**config.mk**
```make
export PLATFORM = sky130hd
export DESIGN_NAME = reg_fetch_mp
export DESIGN_NICKNAME = d
export VERILOG_FILES = /design/src/rtl/reg_fetch_mp.sv
export SDC_FILE = /design/constraint.sdc
export NUM_CORES = 2
export LEC_CHECK = 0
export CORE_ASPECT_RATIO = 0.7
export CORE_MARGIN = 2
export CORE_UTILIZATION = 53
export DETAILED_ROUTE_END_ITERATION = 8
export PLACE_DENSITY_LB_ADDON = 0.2
export RECOVER_POWER = 50
export SLEW_MARGIN = 20
export SYNTH_ARGS = -nofsm -noshare
export SYNTH_HDL_FRONTEND = slang
export SYNTH_SLANG_ARGS = --single-unit
```
**constraint.sdc**
```tcl
create_clock -name i_clk -period 4.2 [get_ports i_clk]
set_clock_uncertainty 0.1 [all_clocks]
set_input_delay 0.42 -clock i_clk [delete_from_list [all_inputs] [get_ports i_clk]]
set_output_delay 0.42 -clock i_clk [all_outputs]
set_load 0.005 [all_outputs]
```
**src/rtl/reg_fetch_mp.sv**
```systemverilog
`default_nettype none
// ============================================================================
//  Module      : reg_fetch_mp
//  Description : Register-fetch stage between the scheduler and execute.
//                Holds the integer architectural register file (NUM_WB write
//                ports, NUM_RD read ports).
//                Same-cycle write-back data is forwarded into the captured
//                operands. Held operands are refreshed from write-back while
//                the stage is stalled. Register x0 is hardwired to zero.
//                Latency is one cycle, and every output comes from a flop.
//  Ports       : i_clk, i_rst        clock, synchronous active-high reset
//                i_flush, i_stall    kill / hold the output register
//                i_valid, i_payload  incoming instruction and opaque payload
//                i_rs_valid, i_rs_idx  per-port read request and index
//                i_wb_valid, i_wb_idx, i_wb_data  write-back ports
//                o_valid, o_payload, o_rs_valid, o_rs_data  captured stage
//  Revision    : 1.0  initial release
// ============================================================================
module reg_fetch_mp #(
    parameter int XLEN      = 32,
    parameter int NUM_REGS  = 32,
    parameter int NUM_RD    = 2,
    parameter int NUM_WB    = 2,
    parameter int PAYLOAD_W = 64,
    parameter int IDX_W     = $clog2(NUM_REGS)
) (
    input  logic                      i_clk,
    input  logic                      i_rst,
    input  logic                      i_flush,
    input  logic                      i_stall,
    input  logic                      i_valid,
    input  logic [PAYLOAD_W-1:0]      i_payload,
    input  logic [NUM_RD-1:0]         i_rs_valid,
    input  logic [NUM_RD*IDX_W-1:0]   i_rs_idx,
    input  logic [NUM_WB-1:0]         i_wb_valid,
    input  logic [NUM_WB*IDX_W-1:0]   i_wb_idx,
    input  logic [NUM_WB*XLEN-1:0]    i_wb_data,
    output logic                      o_valid,
    output logic [PAYLOAD_W-1:0]      o_payload,
    output logic [NUM_RD-1:0]         o_rs_valid,
    output logic [NUM_RD*XLEN-1:0]    o_rs_data
);

    localparam logic [IDX_W-1:0] c_ZERO_IDX = '0;

    // Architectural register file; entry 0 is never written.
    logic [XLEN-1:0]      r_regs     [NUM_REGS];

    logic                 r_valid;
    logic [PAYLOAD_W-1:0] r_payload;
    logic [NUM_RD-1:0]    r_rs_valid;
    logic [XLEN-1:0]      r_rs_data  [NUM_RD];
    logic [IDX_W-1:0]     r_held_idx [NUM_RD];

    // Unpacked views of the flat port buses.
    logic [IDX_W-1:0]     w_rd_idx   [NUM_RD];
    logic [IDX_W-1:0]     w_wb_idx   [NUM_WB];
    logic [XLEN-1:0]      w_wb_data  [NUM_WB];

    logic [XLEN-1:0]      w_eff      [NUM_RD];
    logic [NUM_RD-1:0]    w_hold_hit;
    logic [XLEN-1:0]      w_hold_data[NUM_RD];

    generate
        for (genvar p = 0; p < NUM_RD; p++) begin : g_rd_unpack
            assign w_rd_idx[p]                 = i_rs_idx[p*IDX_W +: IDX_W];
            assign o_rs_data[p*XLEN +: XLEN]   = r_rs_data[p];
        end
        for (genvar w = 0; w < NUM_WB; w++) begin : g_wb_unpack
            assign w_wb_idx[w]  = i_wb_idx[w*IDX_W +: IDX_W];
            assign w_wb_data[w] = i_wb_data[w*XLEN +: XLEN];
        end
    endgenerate

    // Effective read value and stall-refresh selection. Ports are scanned in
    // ascending order so the highest-numbered matching write-back wins,
    // matching the register-file write priority below.
    always_comb begin
        for (int p = 0; p < NUM_RD; p++) begin
            w_eff[p]       = r_regs[w_rd_idx[p]];
            w_hold_hit[p]  = 1'b0;
            w_hold_data[p] = '0;
            for (int w = 0; w < NUM_WB; w++) begin
                if (i_wb_valid[w] && (w_wb_idx[w] == w_rd_idx[p])) begin
                    w_eff[p] = w_wb_data[w];
                end
                if (i_wb_valid[w] && r_rs_valid[p] &&
                    (r_held_idx[p] != c_ZERO_IDX) &&
                    (w_wb_idx[w] == r_held_idx[p])) begin
                    w_hold_hit[p]  = 1'b1;
                    w_hold_data[p] = w_wb_data[w];
                end
            end
            if (w_rd_idx[p] == c_ZERO_IDX) begin
                w_eff[p] = '0;
            end
        end
    end

    always_ff @(posedge i_clk) begin
        if (i_rst) begin
            for (int i = 0; i < NUM_REGS; i++) begin
                r_regs[i] <= '0;
            end
            r_valid    <= 1'b0;
            r_payload  <= '0;
            r_rs_valid <= '0;
            for (int p = 0; p < NUM_RD; p++) begin
                r_rs_data[p]  <= '0;
                r_held_idx[p] <= '0;
            end
        end else begin
            // Later ports overwrite earlier ones on an index collision.
            for (int w = 0; w < NUM_WB; w++) begin
                if (i_wb_valid[w] && (w_wb_idx[w] != c_ZERO_IDX)) begin
                    r_regs[w_wb_idx[w]] <= w_wb_data[w];
                end
            end

            if (i_flush) begin
                r_valid    <= 1'b0;
                r_payload  <= '0;
                r_rs_valid <= '0;
                for (int p = 0; p < NUM_RD; p++) begin
                    r_rs_data[p] <= '0;
                end
            end else if (!i_stall) begin
                r_valid    <= i_valid;
                r_payload  <= i_payload;
                r_rs_valid <= i_rs_valid;
                for (int p = 0; p < NUM_RD; p++) begin
                    r_rs_data[p]  <= i_rs_valid[p] ? w_eff[p] : '0;
                    r_held_idx[p] <= w_rd_idx[p];
                end
            end else begin
                // Stalled: keep held operands current with write-back.
                for (int p = 0; p < NUM_RD; p++) begin
                    if (w_hold_hit[p]) begin
                        r_rs_data[p] <= w_hold_data[p];
                    end
                end
            end
        end
    end

    assign o_valid    = r_valid;
    assign o_payload  = r_payload;
    assign o_rs_valid = r_rs_valid;

endmodule
`default_nettype wire

```
==> results list <==
* Effective utilization at floorplan: 53.7%
* Share of cells above drive strength 1: 24.5%
- Data required time at the worst endpoint: 4.42 ns
- Summing the areas of all and, or, nand and nor instances in the mapped netlist gives 1.72% of the synthesized area.
- Area of the core: between 100,000 and 150,000 µm²
* Global placement routability congestion: 0.918
- Final critical-path setup slack: 0.551 ns
* Maximum clock frequency: 274 MHz
- The final route contains 48,400 vias.
- Highest-delay cell along the critical path: clkbuf_1
- In this run the tightest slew margin relative to its limit is -35.9%.
* Length of the first detailed-routing pass in iterations: 8
- Along the worst path, the maximum fanout reaches 13.
- Along the worst hold path, the cell count comes to 2.
- Final hold vios: 0
* Total track usage: approximately two fifths
- The run finished, with violations left.
- The H-tree was split into 3 levels.
- The die covers ~120,000 µm².
* Detailed Route WL: 248 mm
- FF+latch count, synth: 1,165
- Count of pins over their slew limit: 643
* Setup repair after global routing missed its margin: false
* Sort of element at the end of the critical path: flip-flop
* Met1 Usage GRT: between 50 and 60%
- The count of nets left with antenna violations once routing finished came out at 0.
* Startpoint type of the worst setup path: primary input
- Worst path top cell family by delay: buffers and inverters
* Instance count of the mapped netlist: 4,256
- Worst endpoint data arrival time: ~3.9 ns
* Met3 layer usage reported by global route: 16.1%
- Nets@finish: 4,471
- Library cell occupying the most area in the post-synthesis netlist: edfxtp_1
- Entering global routing, the biggest net connects 65 pins.
- Buffers placed on the I/O ports in this run total 287.
- Share of synthesized area spent on multiplexers: between 10% and 20%
* Leakage dissipation: 25.0 nW
- Buffers inserted by post-CTS timing repair: 0
* Source-to-sink clock delay at the later pin of the worst-skew pair: 0.77 ns
- Shortest period the worst path allows: 3.65 ns
- By area, the combinational part of the netlist is dominated by multiplexers.
- Each instance of the synthesized netlist takes up on average 15.1 µm².
* Total number of placement rows: 106
- Max Cap Violations: 29
* Clock tree from TritonCTS: yes
- The number of placed instances, taps included, is 5,817.
- In this run the most used layer during global routing was met1.
- By area the synthesized netlist is led by edfxtp_1, mux4_2, a22o_1, clkbuf_1, a22oi_1.
- Aggregate negative setup slack: 0 ns
* Worst path most repeated cell: clkbuf_1
- From synthesis to final layout, the design area changed by 14.0%.
- At the placement stage, the worst setup path has a slack of 0.596 ns.
- After detailed routing, the average wire length per cell comes to between 40 and 50 µm.
- Leading cell type in the layout, fill and taps excluded: edfxtp_1
- Area share of the largest cell type after synthesis: around half
- Cell count along the critical path: 6
- Failing checks: max-capacitance violations, max-slew violations
* Maximum clock path buffer count: 3
- Actual slew at the worst max-slew pin: 2.04 ns
- Detailed-route DRC error count: 0
- The synthesized design contains 1,098 enable-type register cells.
- Total overflow reported by the global router: 0
- Post-synthesis instance area: 64,300 µm²
* Adder-cell area share of the yosys netlist: 0%
* Total design power: 27.8 mW
- CTS Root Cell: clkbuf_16
* Main synth FF type: edfxtp_1
- Number of buffers and inverters on the critical path: 3
* Share of the core filled with cells: 61.2%
- The first global-routing pass estimated roughly 340 mm of wire.
- Top library cells by usage in the layout, fill and taps aside: edfxtp_1, a22o_1, mux4_2, buf_4, a22oi_1
- Post-DR vias/cell: 8.02
* Worst-case vdd ir drop: roughly 0.34 mV
- Clk sink count: about 1,200
* Number of antenna violations at the first check in global routing: 11
- CTS resizes: 0
- Min-delay worst type: primary input to flip-flop
- Xor and xnor area share after synthesis: less than 1%
* Number of synthesis warnings: 0
* Met2 Usage GRT: 54.2%
* Clock transition at path regs: 0.06 ns
- In this design, the stage delay of the slowest critical-path cell is 1.44 ns.
- Number of DRC violations after detailed-routing iteration 0: 8,869
- Final cycle utilization of the critical path: 86.9%
* Number of buffers added to fix hold violations after cts: 0
- Share of flip-flops with an asynchronous set or reset after synthesis: 0%
- The floorplan step set the die height to between 200 and 300 µm.
* Final setup violation count: 0
- The critical path in this run is classified as primary input to flip-flop.
- The netlist uses 47 different library cells.
* Portion of the post-synthesis area used by sequential elements: between 50% and 60%
- The worst register-to-register path has a depth of 6.
* Number of top-level pins: 288
* Vias in the first global route: roughly 46,000
* Sum of net half-perimeters after detailed placement: 153 mm
- Post-layout instance count excluding filler cells: approximately 6,000
* Ordered list of cells on the worst path: clkdlybuf4s50_1, nand2b_1, or3_1, clkbuf_1, o221ai_4, clkbuf_1
* Post-synthesis compound-gate area fraction: 19.8%
* Die width: 420 µm
- Buffers inserted during clock tree synthesis total 115.
- Areal power density over the cells: 378 nW/µm²
[sequential cells by signal, summed over array words and instances (netlist names)]
register	count
r_regs	1024
o_payload	64
r_rs_data	64
r_held_idx	10
o_rs_valid	2
o_valid	1
[power breakdown]
part,internal [mW],total [mW],switching (mW)
clock network,5.60,10.3,4.70
registers,13.4,13.8,0.362
logic,1.56,3.72,2.16
total,20.5,27.8,7.22
[through the flow]
| step | hold WS [ns] | instance area, µm² |
|---|---|---|
| 3_5_place_dp | 0.363 | 70300 |
| 6_report | 0.173 | 73400 |
| 2_1_floorplan | 0.375 | 64500 |
| 3_3_place_gp | 0.360 | 70300 |
| 5_1_grt | 0.136 | 73400 |
| 4_1_cts | 0.0266 | 74000 |
[logic make-up (layout without fill, tap and decap cells)]
family,count (synthesis),count (layout)
and+or+nand+nor,197,197
muxes,640,640
buffers and inverters,698,820
DFF,1165,1165
xor gates and xnor gates,40,40
other,1,40
AOI/OAI and AO/OA,1515,1515
[final timing paths]
path | startpoint | to | slack [ns]
setup reg to reg | r_held_idx[0][7]$_SDFFCE_PN0P_ | r_rs_data[0][42]$_DFFE_PP_ | 1.31
setup / recovery | i_wb_idx[6] | r_regs[18][31]$_DFFE_PP_ | 0.55
hold / removal | i_rs_idx[7] | r_held_idx[0][7]$_SDFFCE_PN0P_ | 0.17
hold reg to reg | o_payload[3]$_SDFFE_PP0N_ | o_payload[3]$_SDFFE_PP0N_ | 0.37
[synth_stat cells, drive strengths merged (6+ instances only)]
cell type,count
nor4,6
mux2i,128
and2,15
a22oi,213
nor3,38
o22ai,25
and3,35
or3,6
dfxtp,67
clkbuf,456
xnor2,18
a2111oi,32
nand2b,7
nor2,45
nor2b,9
mux4,512
buf,238
nand2,12
a22o,1067
xor2,22
edfxtp,1098
o21ai,42
nand3,13
o2bb2ai,7
a21oi,67
o221ai,24
a221o,32
[layout make-up]
type	count	area (µm²)
timing repair buffer	604	5550
fill	8958	46500
multi-input combinational	2424	27800
clock buffer	148	3070
clock inverter	64	563
tap	1620	2030
sequential	1165	34300
inverter	4	15.0
antenna	8	20.0
[per-layer routing]
layer,up-vias,wire (µm)
li1,18300,-
met1,24500,88800
met2,4926,103000
met3,716,44000
met4,6,12000
met5,-,38
Note: power is estimated with default switching activity, not from simulation.
